## config.mk

```make
export PLATFORM = sky130hd
export DESIGN_NAME = alu_fu_pipe_flat
export DESIGN_NICKNAME = d
export VERILOG_FILES = /design/src/rtl/alu_fu_pipe_pkg.sv /design/src/rtl/alu_fu_pipe_if.sv /design/src/rtl/alu_fu_pipe_core.sv /design/src/rtl/alu_fu_pipe.sv /design/src/flat_wrapper.sv
export SDC_FILE = /design/constraint.sdc
export NUM_CORES = 1
export LEC_CHECK = 0
export BUFFER_PORTS_ARGS = -buffer_cell sky130_fd_sc_hd__buf_4
export CORE_UTILIZATION = 60
export DETAILED_ROUTE_END_ITERATION = 10
export PLACE_DENSITY = 0.84
export SETUP_SLACK_MARGIN = 0.4
export SLEW_MARGIN = 20
export SYNTH_ARGS = -nofsm -noshare
export SYNTH_HDL_FRONTEND = slang
export SYNTH_HIERARCHICAL = 1
export SYNTH_SLANG_ARGS = --single-unit
export TNS_END_PERCENT = 5
```

## constraint.sdc

```tcl
create_clock -name clk -period 9.6 [get_ports clk]
set_clock_uncertainty 0.05 [all_clocks]
set_input_delay 0.48 -clock clk [delete_from_list [all_inputs] [get_ports clk]]
set_output_delay 0.48 -clock clk [all_outputs]
set_load 0.02 [all_outputs]
```

## src/rtl/alu_fu_pipe_pkg.sv

```systemverilog
//==== alu_pkg | optype encodings and helpers shared by the ALU functional unit | rev 1.0
//==== used by alu_fu_pipe_if, alu_fu_core and alu_fu_pipe
`default_nettype none

package alu_pkg;

  localparam int OP_W = 4;

  localparam logic [OP_W-1:0] OP_ADD  = 4'd1;
  localparam logic [OP_W-1:0] OP_ADDI = 4'd2;
  localparam logic [OP_W-1:0] OP_LUI  = 4'd3;
  localparam logic [OP_W-1:0] OP_ORI  = 4'd4;
  localparam logic [OP_W-1:0] OP_XOR  = 4'd5;
  localparam logic [OP_W-1:0] OP_SRAI = 4'd6;
  localparam logic [OP_W-1:0] OP_LB   = 4'd7;
  localparam logic [OP_W-1:0] OP_LW   = 4'd8;
  localparam logic [OP_W-1:0] OP_SB   = 4'd9;
  localparam logic [OP_W-1:0] OP_SW   = 4'd10;

  function automatic logic is_mem_op(input logic [OP_W-1:0] op);
    return (op == OP_LB) || (op == OP_LW) || (op == OP_SB) || (op == OP_SW);
  endfunction

endpackage

`default_nettype wire

```

## src/rtl/alu_fu_pipe_if.sv

```systemverilog
//==== alu_fu_pipe_if | issue-side and writeback-side handshake bundle for one ALU slot | rev 1.0
//==== master = issue/writeback environment, slave = the functional unit
`default_nettype none

interface alu_fu_pipe_if
  import alu_pkg::*;
#(
  parameter int XLEN    = 32,
  parameter int TAG_W   = 6,
  parameter int ROB_W   = 6,
  parameter int NUM_ALU = 3
);

  logic               flush;
  logic               issue_valid;
  logic [NUM_ALU-1:0] issue_sel;
  logic               issue_ready;
  logic [OP_W-1:0]    optype;
  logic [XLEN-1:0]    src1;
  logic [XLEN-1:0]    src2;
  logic [XLEN-1:0]    imm;
  logic [TAG_W-1:0]   dest_tag;
  logic [ROB_W-1:0]   rob_idx;

  logic               out_valid;
  logic               out_ready;
  logic [XLEN-1:0]    out_result;
  logic [XLEN-1:0]    out_st_data;
  logic [OP_W-1:0]    out_optype;
  logic [TAG_W-1:0]   out_tag;
  logic [ROB_W-1:0]   out_rob_idx;
  logic               out_illegal;

  modport master (
    output flush, issue_valid, issue_sel, optype, src1, src2, imm, dest_tag, rob_idx, out_ready,
    input  issue_ready, out_valid, out_result, out_st_data, out_optype, out_tag, out_rob_idx,
           out_illegal
  );

  modport slave (
    input  flush, issue_valid, issue_sel, optype, src1, src2, imm, dest_tag, rob_idx, out_ready,
    output issue_ready, out_valid, out_result, out_st_data, out_optype, out_tag, out_rob_idx,
           out_illegal
  );

endinterface

`default_nettype wire

```

## src/rtl/alu_fu_pipe_core.sv

```systemverilog
//==== alu_fu_core | combinational ALU datapath: result or memory address, plus illegal flag | rev 1.0
//==== no state; sits at the entry of the alu_fu_pipe slot array
`default_nettype none

module alu_fu_core
  import alu_pkg::*;
#(
  parameter int XLEN = 32
) (
  input  logic [OP_W-1:0] optype,
  input  logic [XLEN-1:0] src1,
  input  logic [XLEN-1:0] src2,
  input  logic [XLEN-1:0] imm,
  output logic [XLEN-1:0] result,
  output logic            illegal
);

  always_comb begin
    result  = '0;
    illegal = 1'b0;
    case (optype)
      OP_ADD:  result = src1 + src2;
      OP_ADDI: result = src1 + imm;
      OP_LUI:  result = imm;
      OP_ORI:  result = src1 | imm;
      OP_XOR:  result = src1 ^ src2;
      OP_SRAI: result = $unsigned($signed(src1) >>> imm[4:0]);
      default: begin
        // loads and stores share the base+offset adder; anything else is illegal with a zero result
        if (is_mem_op(optype)) result = src1 + imm;
        else                   illegal = 1'b1;
      end
    endcase
  end

endmodule

`default_nettype wire

```

## src/rtl/alu_fu_pipe.sv

```systemverilog
//==== alu_fu_pipe | pipelined ALU FU: STAGES-deep slot array, valid/ready, flush | rev 1.0
//==== optional: define ALU_FU_PERF_EN for perf_issued/perf_stall/perf_flushed counters
`default_nettype none

module alu_fu_pipe
  import alu_pkg::*;
#(
  parameter int XLEN    = 32,
  parameter int TAG_W   = 6,
  parameter int ROB_W   = 6,
  parameter int NUM_ALU = 3,
  parameter int ALU_ID  = 0,
  parameter int STAGES  = 2
) (
  input  logic        clk,
  input  logic        rstn,
  alu_fu_pipe_if.slave bus
`ifdef ALU_FU_PERF_EN
  ,
  output logic [31:0] perf_issued,
  output logic [31:0] perf_stall,
  output logic [31:0] perf_flushed
`endif
);

  localparam int LAST = STAGES - 1;

  logic [STAGES-1:0] vld;
  logic [STAGES-1:0] free;
  logic [XLEN-1:0]   res_a [STAGES];
  logic [XLEN-1:0]   st_a  [STAGES];
  logic [OP_W-1:0]   op_a  [STAGES];
  logic [TAG_W-1:0]  tag_a [STAGES];
  logic [ROB_W-1:0]  rob_a [STAGES];
  logic [STAGES-1:0] ill_a;

  logic [XLEN-1:0]   core_res;
  logic              core_ill;
  logic              accept;

  alu_fu_core #(.XLEN(XLEN)) u_core (
    .optype  (bus.optype),
    .src1    (bus.src1),
    .src2    (bus.src2),
    .imm     (bus.imm),
    .result  (core_res),
    .illegal (core_ill)
  );

  // A slot can take new data when it is empty or its content moves on this edge
  always_comb begin
    logic f;
    free    = '0;
    f       = ~vld[LAST] | bus.out_ready;
    free[LAST] = f;
    for (int i = LAST - 1; i >= 0; i--) begin
      f       = ~vld[i] | f;
      free[i] = f;
    end
  end

  assign bus.issue_ready = rstn & ~bus.flush & free[0];
  assign accept          = bus.issue_valid & bus.issue_sel[ALU_ID] & bus.issue_ready;

  for (genvar i = 0; i < STAGES; i++) begin : g_slot
    logic             v_d,   v_q;
    logic [XLEN-1:0]  res_d, res_q;
    logic [XLEN-1:0]  st_d,  st_q;
    logic [OP_W-1:0]  op_d,  op_q;
    logic [TAG_W-1:0] tag_d, tag_q;
    logic [ROB_W-1:0] rob_d, rob_q;
    logic             ill_d, ill_q;

    if (i == 0) begin : g_head
      assign v_d   = accept;
      assign res_d = core_res;
      assign st_d  = bus.src2;
      assign op_d  = bus.optype;
      assign tag_d = bus.dest_tag;
      assign rob_d = bus.rob_idx;
      assign ill_d = core_ill;
    end else begin : g_body
      assign v_d   = vld[i-1];
      assign res_d = res_a[i-1];
      assign st_d  = st_a[i-1];
      assign op_d  = op_a[i-1];
      assign tag_d = tag_a[i-1];
      assign rob_d = rob_a[i-1];
      assign ill_d = ill_a[i-1];
    end

    always_ff @(posedge clk) begin
      if (!rstn) begin
        v_q   <= 1'b0;
        res_q <= '0;
        st_q  <= '0;
        op_q  <= '0;
        tag_q <= '0;
        rob_q <= '0;
        ill_q <= 1'b0;
      end else begin
        if (bus.flush)   v_q <= 1'b0;
        else if (free[i]) v_q <= v_d;
        if (free[i]) begin
          res_q <= res_d;
          st_q  <= st_d;
          op_q  <= op_d;
          tag_q <= tag_d;
          rob_q <= rob_d;
          ill_q <= ill_d;
        end
      end
    end

    assign vld[i]   = v_q;
    assign res_a[i] = res_q;
    assign st_a[i]  = st_q;
    assign op_a[i]  = op_q;
    assign tag_a[i] = tag_q;
    assign rob_a[i] = rob_q;
    assign ill_a[i] = ill_q;
  end

  assign bus.out_valid   = vld[LAST];
  assign bus.out_result  = res_a[LAST];
  assign bus.out_st_data = st_a[LAST];
  assign bus.out_optype  = op_a[LAST];
  assign bus.out_tag     = tag_a[LAST];
  assign bus.out_rob_idx = rob_a[LAST];
  assign bus.out_illegal = ill_a[LAST];

`ifdef ALU_FU_PERF_EN
  always_ff @(posedge clk) begin
    if (!rstn) begin
      perf_issued  <= '0;
      perf_stall   <= '0;
      perf_flushed <= '0;
    end else begin
      if (accept)                           perf_issued  <= perf_issued + 32'd1;
      if (bus.out_valid && !bus.out_ready)  perf_stall   <= perf_stall + 32'd1;
      if (bus.flush)                        perf_flushed <= perf_flushed + 32'($countones(vld));
    end
  end
`endif

endmodule

`default_nettype wire

```

## src/flat_wrapper.sv

```systemverilog
// flat-port wrapper written by rule: the top's interface ports become plain ports
module alu_fu_pipe_flat import alu_pkg::*;
#(
  parameter int XLEN    = 32,
  parameter int TAG_W   = 6,
  parameter int ROB_W   = 6,
  parameter int NUM_ALU = 3,
  parameter int ALU_ID  = 0,
  parameter int STAGES  = 2
)
  (clk, rstn, bus_flush, bus_issue_valid, bus_issue_sel, bus_optype, bus_src1, bus_src2, bus_imm, bus_dest_tag, bus_rob_idx, bus_out_ready, bus_issue_ready, bus_out_valid, bus_out_result, bus_out_st_data, bus_out_optype, bus_out_tag, bus_out_rob_idx, bus_out_illegal);
  alu_fu_pipe_if #(.XLEN(XLEN), .TAG_W(TAG_W), .ROB_W(ROB_W), .NUM_ALU(NUM_ALU)) bus_i ();
  input  logic clk;
  input  logic rstn;
  input wire logic [$bits(bus_i.flush)-1:0] bus_flush;
  input wire logic [$bits(bus_i.issue_valid)-1:0] bus_issue_valid;
  input wire logic [$bits(bus_i.issue_sel)-1:0] bus_issue_sel;
  input wire logic [$bits(bus_i.optype)-1:0] bus_optype;
  input wire logic [$bits(bus_i.src1)-1:0] bus_src1;
  input wire logic [$bits(bus_i.src2)-1:0] bus_src2;
  input wire logic [$bits(bus_i.imm)-1:0] bus_imm;
  input wire logic [$bits(bus_i.dest_tag)-1:0] bus_dest_tag;
  input wire logic [$bits(bus_i.rob_idx)-1:0] bus_rob_idx;
  input wire logic [$bits(bus_i.out_ready)-1:0] bus_out_ready;
  output wire logic [$bits(bus_i.issue_ready)-1:0] bus_issue_ready;
  output wire logic [$bits(bus_i.out_valid)-1:0] bus_out_valid;
  output wire logic [$bits(bus_i.out_result)-1:0] bus_out_result;
  output wire logic [$bits(bus_i.out_st_data)-1:0] bus_out_st_data;
  output wire logic [$bits(bus_i.out_optype)-1:0] bus_out_optype;
  output wire logic [$bits(bus_i.out_tag)-1:0] bus_out_tag;
  output wire logic [$bits(bus_i.out_rob_idx)-1:0] bus_out_rob_idx;
  output wire logic [$bits(bus_i.out_illegal)-1:0] bus_out_illegal;
  assign bus_i.flush = bus_flush;
  assign bus_i.issue_valid = bus_issue_valid;
  assign bus_i.issue_sel = bus_issue_sel;
  assign bus_i.optype = bus_optype;
  assign bus_i.src1 = bus_src1;
  assign bus_i.src2 = bus_src2;
  assign bus_i.imm = bus_imm;
  assign bus_i.dest_tag = bus_dest_tag;
  assign bus_i.rob_idx = bus_rob_idx;
  assign bus_i.out_ready = bus_out_ready;
  assign bus_issue_ready = bus_i.issue_ready;
  assign bus_out_valid = bus_i.out_valid;
  assign bus_out_result = bus_i.out_result;
  assign bus_out_st_data = bus_i.out_st_data;
  assign bus_out_optype = bus_i.out_optype;
  assign bus_out_tag = bus_i.out_tag;
  assign bus_out_rob_idx = bus_i.out_rob_idx;
  assign bus_out_illegal = bus_i.out_illegal;
  alu_fu_pipe #(.XLEN(XLEN), .TAG_W(TAG_W), .ROB_W(ROB_W), .NUM_ALU(NUM_ALU), .ALU_ID(ALU_ID), .STAGES(STAGES)) u_core (.clk(clk), .rstn(rstn), .bus(bus_i));
endmodule
```

==> results of run 1 <==
-- logic make-up after synthesis --
logic type | count (synthesis) | synth area share, %
buffers and inverters | 206 | 7.89
AOI/OAI and AO/OA | 423 | 22.5
xor gates and xnor gates | 49 | 3.41
muxes | 51 | 6.67
adders and majority gates | 96 | 9.67
DFF | 164 | 26.1
and+or+nand+nor | 682 | 23.7
-- per-layer routing --
layer / wire length (um) / GRT usage [%]
met2: 18500 / 58.7
met5: 0 / 0
met4: 1760 / 17.3
met3: 3940 / 6.93
met1: 17300 / 51.2
-- sequential cells by signal (all words and copies together) (netlist names) --
register,cells
u_core/bus.out_illegal,1
u_core/bus.out_optype,4
u_core/bus.out_result,32
u_core/bus.out_rob_idx,6
u_core/bus.out_st_data,32
u_core/bus.out_tag,6
u_core/bus.out_valid,1
u_core/g_slot.ill_q,1
u_core/g_slot.op_q,4
u_core/g_slot.res_q,32
u_core/g_slot.rob_q,6
u_core/g_slot.st_q,32
u_core/g_slot.tag_q,6
u_core/g_slot.v_q,1
-- layout make-up --
| cell class | count | share of cell area (%) |
|---|---|---|
| Tap cell | 270 | 2.34 |
| Clock inverter | 14 | 1.11 |
| Multi-Input combinational cell | 1301 | 57.6 |
| Sequential cell | 164 | 22.8 |
| Inverter | 84 | 2.19 |
| Clock buffer | 18 | 3.04 |
| Timing Repair Buffer | 211 | 11.0 |
-- final timing paths --
kind	to	cells past startpoint	start
worst max-delay path	u_core/g_slot[0].res_q[25]	13	bus_imm[3]
worst min-delay path	u_core/g_slot[0].tag_q[2]	3	bus_dest_tag[2]
worst max register to register	u_core/g_slot[0].rob_q[3]	4	u_core/bus.out_valid
worst min register to register	u_core/bus.out_tag[5]	2	u_core/bus.out_tag[5]
-- worst min-delay path, cell delays in order --
cell	delay, ns
buf_4	0.08
nand3_1	0.05
nand2_1	0.05
-- synth_stat cells (5+ instances only) --
cell | instances | area [um^2]
o21bai_1 | 8 | 60.1
buf_1 | 10 | 37.5
nand2b_1 | 9 | 56.3
nand3_1 | 186 | 931
o22ai_1 | 5 | 31.3
o21a_1 | 9 | 67.6
a21oi_1 | 94 | 470
inv_1 | 81 | 304
clkbuf_1 | 47 | 176
nand2_1 | 352 | 1320
dfxtp_1 | 164 | 3280
buf_6 | 10 | 113
nor2_1 | 74 | 278
mux4_2 | 26 | 586
a211oi_1 | 7 | 52.6
and3_1 | 13 | 81.3
xnor2_1 | 32 | 280
a221oi_1 | 22 | 193
o211ai_1 | 18 | 135
o21ai_0 | 77 | 385
nor2b_1 | 8 | 50.1
a21boi_1 | 80 | 601
nor3_1 | 10 | 50.1
a31oi_1 | 14 | 87.6
buf_2 | 34 | 170
nand4_1 | 5 | 31.3
a21o_1 | 25 | 188
a22oi_1 | 12 | 90.1
ha_1 | 94 | 1180
o221ai_1 | 9 | 78.8
buf_4 | 17 | 128
xor2_1 | 17 | 149
mux2i_1 | 23 | 230
o2111ai_1 | 10 | 87.6
-- through the flow --
| stage | cells | util (%) | power [W] | hold WS (ns) | setup slack (ns) |
|---|---|---|---|---|---|
| 3_3_place_gp | 2030 | 67.9 | 0.00132 | 0.388 | 4.99 |
| 3_5_place_dp | 2030 | 67.9 | 0.00133 | 0.394 | 4.98 |
| 5_1_grt | 2062 | 70.8 | 0.00211 | 0.201 | 5.14 |
| 2_1_floorplan | 1671 | - | 0.00113 | 0.384 | 6.04 |
| 6_report | 2062 | 70.8 | 0.00203 | 0.210 | 5.28 |
| 4_1_cts | 2062 | 70.8 | 0.00202 | 0.194 | 5.42 |
-- power breakdown --
part	internal, W	leakage (nW)	switching, W	total, W
clock network	0.000357	0.287	0.000331	0.000689
registers	0.000722	1.35	0.0000223	0.000745
logic	0.000235	5.04	0.000358	0.000594
==> reports/metrics.cfg, run 1 <==
[drt]
viasPerCell = 6.37
antenna_left = 0
route.detailed.drc = 0
vias = 13100
drt_iter0_markers = 1375
firstDrtPassIters = 6
routed_wl_um = 41500
wire_per_inst_um = 20.1

[synth]
ys_ff_latch = 164
yosysSeqAreaShare_pct = 26.1
synthArstFlopShare_pct = 0
netlist_instances = 1671
syn_nets = 1887
synth_edf_count = 0
yosys_warnings = 6
syn_area_um2 = 12600
ys.flop_type = dfxtp_1
syn_avg_cell_area_um2 = 7.52
post_synth_num_cell_types = 74

[clock_tree]
post_cts_buffers = 0
clkSlewWorstSetupHoldPaths_ns = 0.07
htree_levels = 4
cts_tree = built
cts_resized = 0
clock_latency_ns = 0.43
clock_path_buffers = 2
numCtsBuffers = 17
cts_sinks = 164
ctsHoldBuffers = 0
root_buffer = clkbuf_16

[floorplanning]
start_util_pct = 61.7
rows = 52
ios = 203
chipWidth_um = 147
dieArea_um2 = 21500
core-area_um2 = 20400
fp.dieH_um = 147

[run]
max-cap-violations = 0

[global_route]
grt_pass1_wl_um = 64000
grt_usage_pct = 37.9
grt_pass1_vias = 11900
overflow = 0
grt_start_max_net_pins = 152
antenna_found_initial = 0

[setup_path]
crit_buf_inv = 2
crit_slowest_cell = clkinv_1
worstSetupStartpointType = input port
critPathKind = input port to flip-flop
r2r_slack_ns = 7.85
path_cells = buf_4 > clkinv_1 > ha_1 > nand2_1 > o211ai_1 > a21oi_1 > o41a_1 > a211o_1 > o311ai_2 > o41ai_1 > a221o_1 > nand3_1 > nand2_1
cpMostUsedCell = nand2_1
cp-end-kind = flip-flop
required_ns = 9.86
slowest_delay_ns = 0.67
crit_arrival_ns = 4.58
path_delay_family = compound AO/OA/AOI/OAI gates
cp_max_fo = 31

[cells_and_area]
drive_gt1_share_pct = 15.9
fillCellCount = 1692
insertedDiodeCount = 0
multi_input_area_um2 = 8300
layout_commonest_cell = nand2_1
final-seq-area_um2 = 3280
nets = 1995
area_delta_synth_final_pct = 14.7
most-common-layout-cells = nand2_1 (352), buf_4 (210), nand3_1 (186), dfxtp_1 (164)
fin_area_um2 = 14400

[sta]
rsz0062_at_grt = false
period_minus_slack_ns = 4.32
final_max_slew_viol_count = 0
tightest_slew_ns = 1.05
tns_ns = 0
min_period_over_period_pct = 45.0
max_freq_ghz = 0.232
hold_viol = 0
final-setup-viol-count = 0
max_slew_margin_pct = 29.9

[placed_design]
io_buffers = 200
dpl_cell_area_um2 = 13800
hpwl_um = 30200
routabilityCongestion = 0.998

[power_and_ir_drop]
vdd_drop_max_v = 0.000112
p_per_area_nw_per_um2 = 141
leakagePower_nw = 6.68

[outcome]
status = complete, no violations

[hold_path]
min_path_type = input port to flip-flop

Power figures use the tool's default switching activity.
==> inputs of run 2 (changes only) <==
ABC_AREA = 1   (was default)
CORE_UTILIZATION = 59   (was 60)
PLACE_DENSITY = 0.82   (was 0.84)
clock period = 4.2 ns   (was 9.6 ns; I/O delays follow)
==> run 2 against run 1 <==
  * Sequential power up 130%
  * Setup slack worse by 3.6 ns
  * Area after synthesis up 14%
  * Critical endpoint is now u_core/g_slot[0].res_q[24]
  * Highest routed layer unchanged
  * Largest cell class unchanged
  * Core utilization down 1.5 points
  * Total power up 140%
  * Clock-buffer cell count unchanged
==> reports/metrics.cfg, run 2 <==
[clock_tree]
cts_sinks = 164  ; unchanged
numCtsBuffers = 17  ; unchanged
clkSlewWorstSetupHoldPaths_ns = 0.08  ; was 0.07 ns
cts_tree = built  ; unchanged
root_buffer = clkbuf_16  ; unchanged
htree_levels = 4  ; unchanged
cts_resized = 0  ; unchanged
clock_path_buffers = 2  ; unchanged
clock_latency_ns = 0.43  ; about the same

[hold_path]
min_path_type = input port to flip-flop  ; unchanged
hold_path_end = u_core/g_slot[0].tag_q[3]  ; was u_core/g_slot[0].tag_q[2]
min_from = bus_dest_tag[3]  ; was bus_dest_tag[2]
min_delay_path_depth = 5  ; was 3

[setup_path]
cp-end-kind = flip-flop  ; unchanged
critPathKind = input port to flip-flop  ; unchanged
reg2regPathDepth = 6  ; was 4
r2r_slack_ns = 1.98  ; was 7.85 ns
r2r_end = u_core/bus.out_result[8]  ; was u_core/g_slot[0].rob_q[3]
crit_arrival_ns = 2.81  ; was 4.58 ns
cp_max_fo = 31  ; unchanged
r2r_start = u_core/bus.out_valid  ; unchanged
required_ns = 4.46  ; was 9.86 ns
worstSetupStartpointType = input port  ; unchanged

[cells_and_area]
drive_gt1_share_pct = 11.0  ; was 15.9%
layout_commonest_cell = nand2_1  ; unchanged
final_core_utilization_pct = 69.4  ; was 70.8%
insertedDiodeCount = 0  ; unchanged
area_delta_synth_final_pct = 14.5  ; was 14.7%
fin_cells = 2984  ; was 2,062
most-common-layout-cells = nand2_1 (760), nor2_1 (434), inv_1 (364), nand3_1 (217), buf_4 (209)  ; was nand2_1 (352), buf_4 (210), nand3_1 (186), dfxtp_1 (164)
fillCellCount = 2151  ; was 1,692
nets = 2868  ; was 1,995

[floorplanning]
fp.dieH_um = 158  ; was 147 um
ios = 203  ; unchanged
start_util_pct = 60.6  ; was 61.7%
core-area_um2 = 23600  ; was 20,400 um^2
rows = 56  ; was 52
dieArea_um2 = 24900  ; was 21,500 um^2
chipWidth_um = 158  ; was 147 um

[power_and_ir_drop]
power_frac_clock_pct = 32.6  ; was 34.0%
vdd_drop_max_v = 0.000247  ; was 0.000112 V
sw_frac_of_total_pct = 38.4  ; was 35.1%
switchingPower_w = 0.00187  ; was 0.000712 W
power_frac_seq_pct = 35.1  ; was 36.7%
p_per_area_nw_per_um2 = 298  ; was 141 nW/um^2
leakagePower_nw = 9.38  ; was 6.68 nW
p_int_w = 0.00301  ; was 0.00132 W
p_comb_share_pct = 32.3  ; was 29.3%

[drt]
routed_wl_um = 52100  ; was 41,500 um
route.detailed.drc = 0  ; unchanged
antenna_left = 0  ; unchanged
vias = 16900  ; was 13,100
firstDrtPassIters = 8  ; was 6
wire_per_inst_um = 17.5  ; was 20.1 um
viasPerCell = 5.68  ; was 6.37
drt_iter0_markers = 2202  ; was 1,375

[sta]
min_period_over_period_pct = 60.7
final_max_slew_viol_count = 0  ; unchanged
tns_ns = 0  ; unchanged
timing.final.ws_setup_ns = 1.65  ; was 5.28 ns
rsz0062_at_grt = false  ; unchanged
hold_viol = 0  ; unchanged
max_freq_ghz = 0.392
period_minus_slack_ns = 2.55
max_slew_margin_pct = 45.1  ; was 29.9%
final-setup-viol-count = 0  ; unchanged
tightest_slew_ns = 0.821  ; was 1.05 ns

[synth]
synth_top_cell_area_share_pct = 22.9  ; was 26.1%
syn_nets = 2730  ; was 1,887
syn_avg_cell_area_um2 = 5.69  ; was 7.52 um^2
synth_area_leader_cell = dfxtp_1  ; unchanged
netlist_instances = 2514  ; was 1,671
post_synth_num_cell_types = 46  ; was 74
synth_edf_count = 0  ; unchanged
ys_ff_latch = 164  ; unchanged
yosysSeqAreaShare_pct = 22.9  ; was 26.1%
yosys_warnings = 6  ; unchanged
syn_area_um2 = 14300  ; was 12,600 um^2
synthTopCellsByCount = nand2_1 (760), nor2_1 (434), inv_1 (364)  ; was nand2_1 (352), nand3_1 (186), dfxtp_1 (164)
synth_area_leaders = dfxtp_1 (23%), nand2_1 (20%), nor2_1 (11%)  ; was dfxtp_1 (26%), nand2_1 (11%), ha_1 (9.4%)
synth.most_common_cell = nand2_1  ; unchanged
synthArstFlopShare_pct = 0  ; unchanged
ys.flop_type = dfxtp_1  ; unchanged

[placed_design]
io_buffers = 200  ; unchanged
hpwl_um = 40200  ; was 30,200 um
place_inst = 2949  ; was 2,030
post-place-ws_ns = 1.34  ; was 4.98 ns
routabilityCongestion = 1.01  ; was 0.998

[global_route]
grt_usage_pct = 41.2  ; was 37.9%
grt_pass1_wl_um = 78800  ; was 64,000 um
grt_pass1_vias = 15100  ; was 11,900
grt_start_max_net_pins = 99  ; was 152
overflow = 0  ; unchanged
antenna_found_initial = 0  ; unchanged

[outcome]
status = complete, no violations  ; unchanged

[run]
max-cap-violations = 0  ; unchanged

==> run 2: changes by cell type after synthesis, sizes merged, moves of 22 or more <==
cell / delta
mux2i: -23
clkbuf: -23
inv: +291
a21oi: -24
nand3: +34
xnor2: -26
a21o: -22
nand2: +414
o21ai: +60
a21boi: -82
nor2: +364
mux4: -26
==> run 2: power groups by stage <==
stage / Sequential (W) / Clock, W / Combinational [W]
5_1_grt: 0.00172 / 0.00166 / 0.00172
2_1_floorplan: 0.00178 / 0 / 0.000941
4_1_cts: 0.00171 / 0.00160 / 0.00152
3_3_place_gp: 0.00174 / 0 / 0.00147
3_5_place_dp: 0.00174 / 0 / 0.00150
6_report: 0.00171 / 0.00159 / 0.00157
==> run 2: cells by family (layout without fill, tap and decap cells) <==
| group | Yosys count | after routing | share of synthesized area [%] |
|---|---|---|---|
| buffers and inverters | 470 | 621 | 13.8 |
| XOR/XNOR | 8 | 8 | 0.490 |
| AND/OR/NAND/NOR | 1493 | 1493 | 42.8 |
| adder cells (fa/ha/maj) | 96 | 96 | 8.50 |
| AO/OA/AOI/OAI | 283 | 283 | 11.5 |
| flip-flops | 164 | 164 | 22.9 |
==> run 2: final cells by class <==
class / count / area (um^2) / area share (%)
Multi-Input combinational cell: 1880 / 9070 / 55.4
Clock buffer: 18 / 439 / 2.68
Tap cell: 319 / 399 / 2.44
Clock inverter: 14 / 155 / 0.947
Sequential cell: 164 / 3280 / 20.0
Timing Repair Buffer: 213 / 1620 / 9.88
Inverter: 376 / 1420 / 8.65
==> run 2: metal layers <==
| layer | global-route usage, % | vias to the layer above | part of all wire (%) |
|---|---|---|---|
| met3 | 6.60 | 136 | 10 |
| met2 | 67.1 | 1008 | 45 |
| met1 | 53.8 | 7653 | 41 |
| met4 | 17.0 | 0 | 3.9 |
| li1 | - | 8142 | - |
| met5 | 0 | - | 0 |
==> run 2: stage by stage <==
| step | cell area (um^2) | hold WS (ns) | total power [W] |
|---|---|---|---|
| floorplan | 14300 | 0.297 | 0.00272 |
| global route | 16400 | 0.0467 | 0.00510 |
| global placement | 15800 | 0.411 | 0.00321 |
| detailed placement | 15800 | 0.421 | 0.00325 |
| CTS | 16400 | 0.00994 | 0.00483 |
| finish | 16400 | 0.0180 | 0.00488 |
==> run 2: how the worst max path moves through the flow <==
stage                           from                         end  slack (ns)  depth (start not counted)
after floorplan           bus_imm[2]  u_core/g_slot[0].res_q[15]        1.89                         18
after global placement    bus_imm[1]  u_core/g_slot[0].res_q[20]        1.42                         17
after detailed placement  bus_imm[1]  u_core/g_slot[0].res_q[13]        1.34                         16
after CTS                 bus_imm[1]  u_core/g_slot[0].res_q[12]        1.79                         15
after global routing      bus_imm[1]  u_core/g_slot[0].res_q[24]        1.53                         17
final                     bus_imm[1]  u_core/g_slot[0].res_q[24]        1.65                         17
==> run 2: worst max-delay path, stage by stage <==
cell	delay (ns)
buf_4	0.33
clkinv_1	0.27
fa_1	0.50
inv_1	0.13
nand3_1	0.07
nand3_1	0.15
nand2_1	0.09
nand2_1	0.11
nand2_1	0.14
nand3_1	0.11
nand2_1	0.05
o211ai_1	0.18
nand3_1	0.15
inv_1	0.09
nand2_1	0.06
nand2_1	0.09
nor2_1	0.04
==> run 2: what timing repair did <==
item	CTS	global route
hold buffers	3	0
endpoints found under the hold margin	2	0
endpoints found under the setup margin	0	0
buffers inserted	0	0
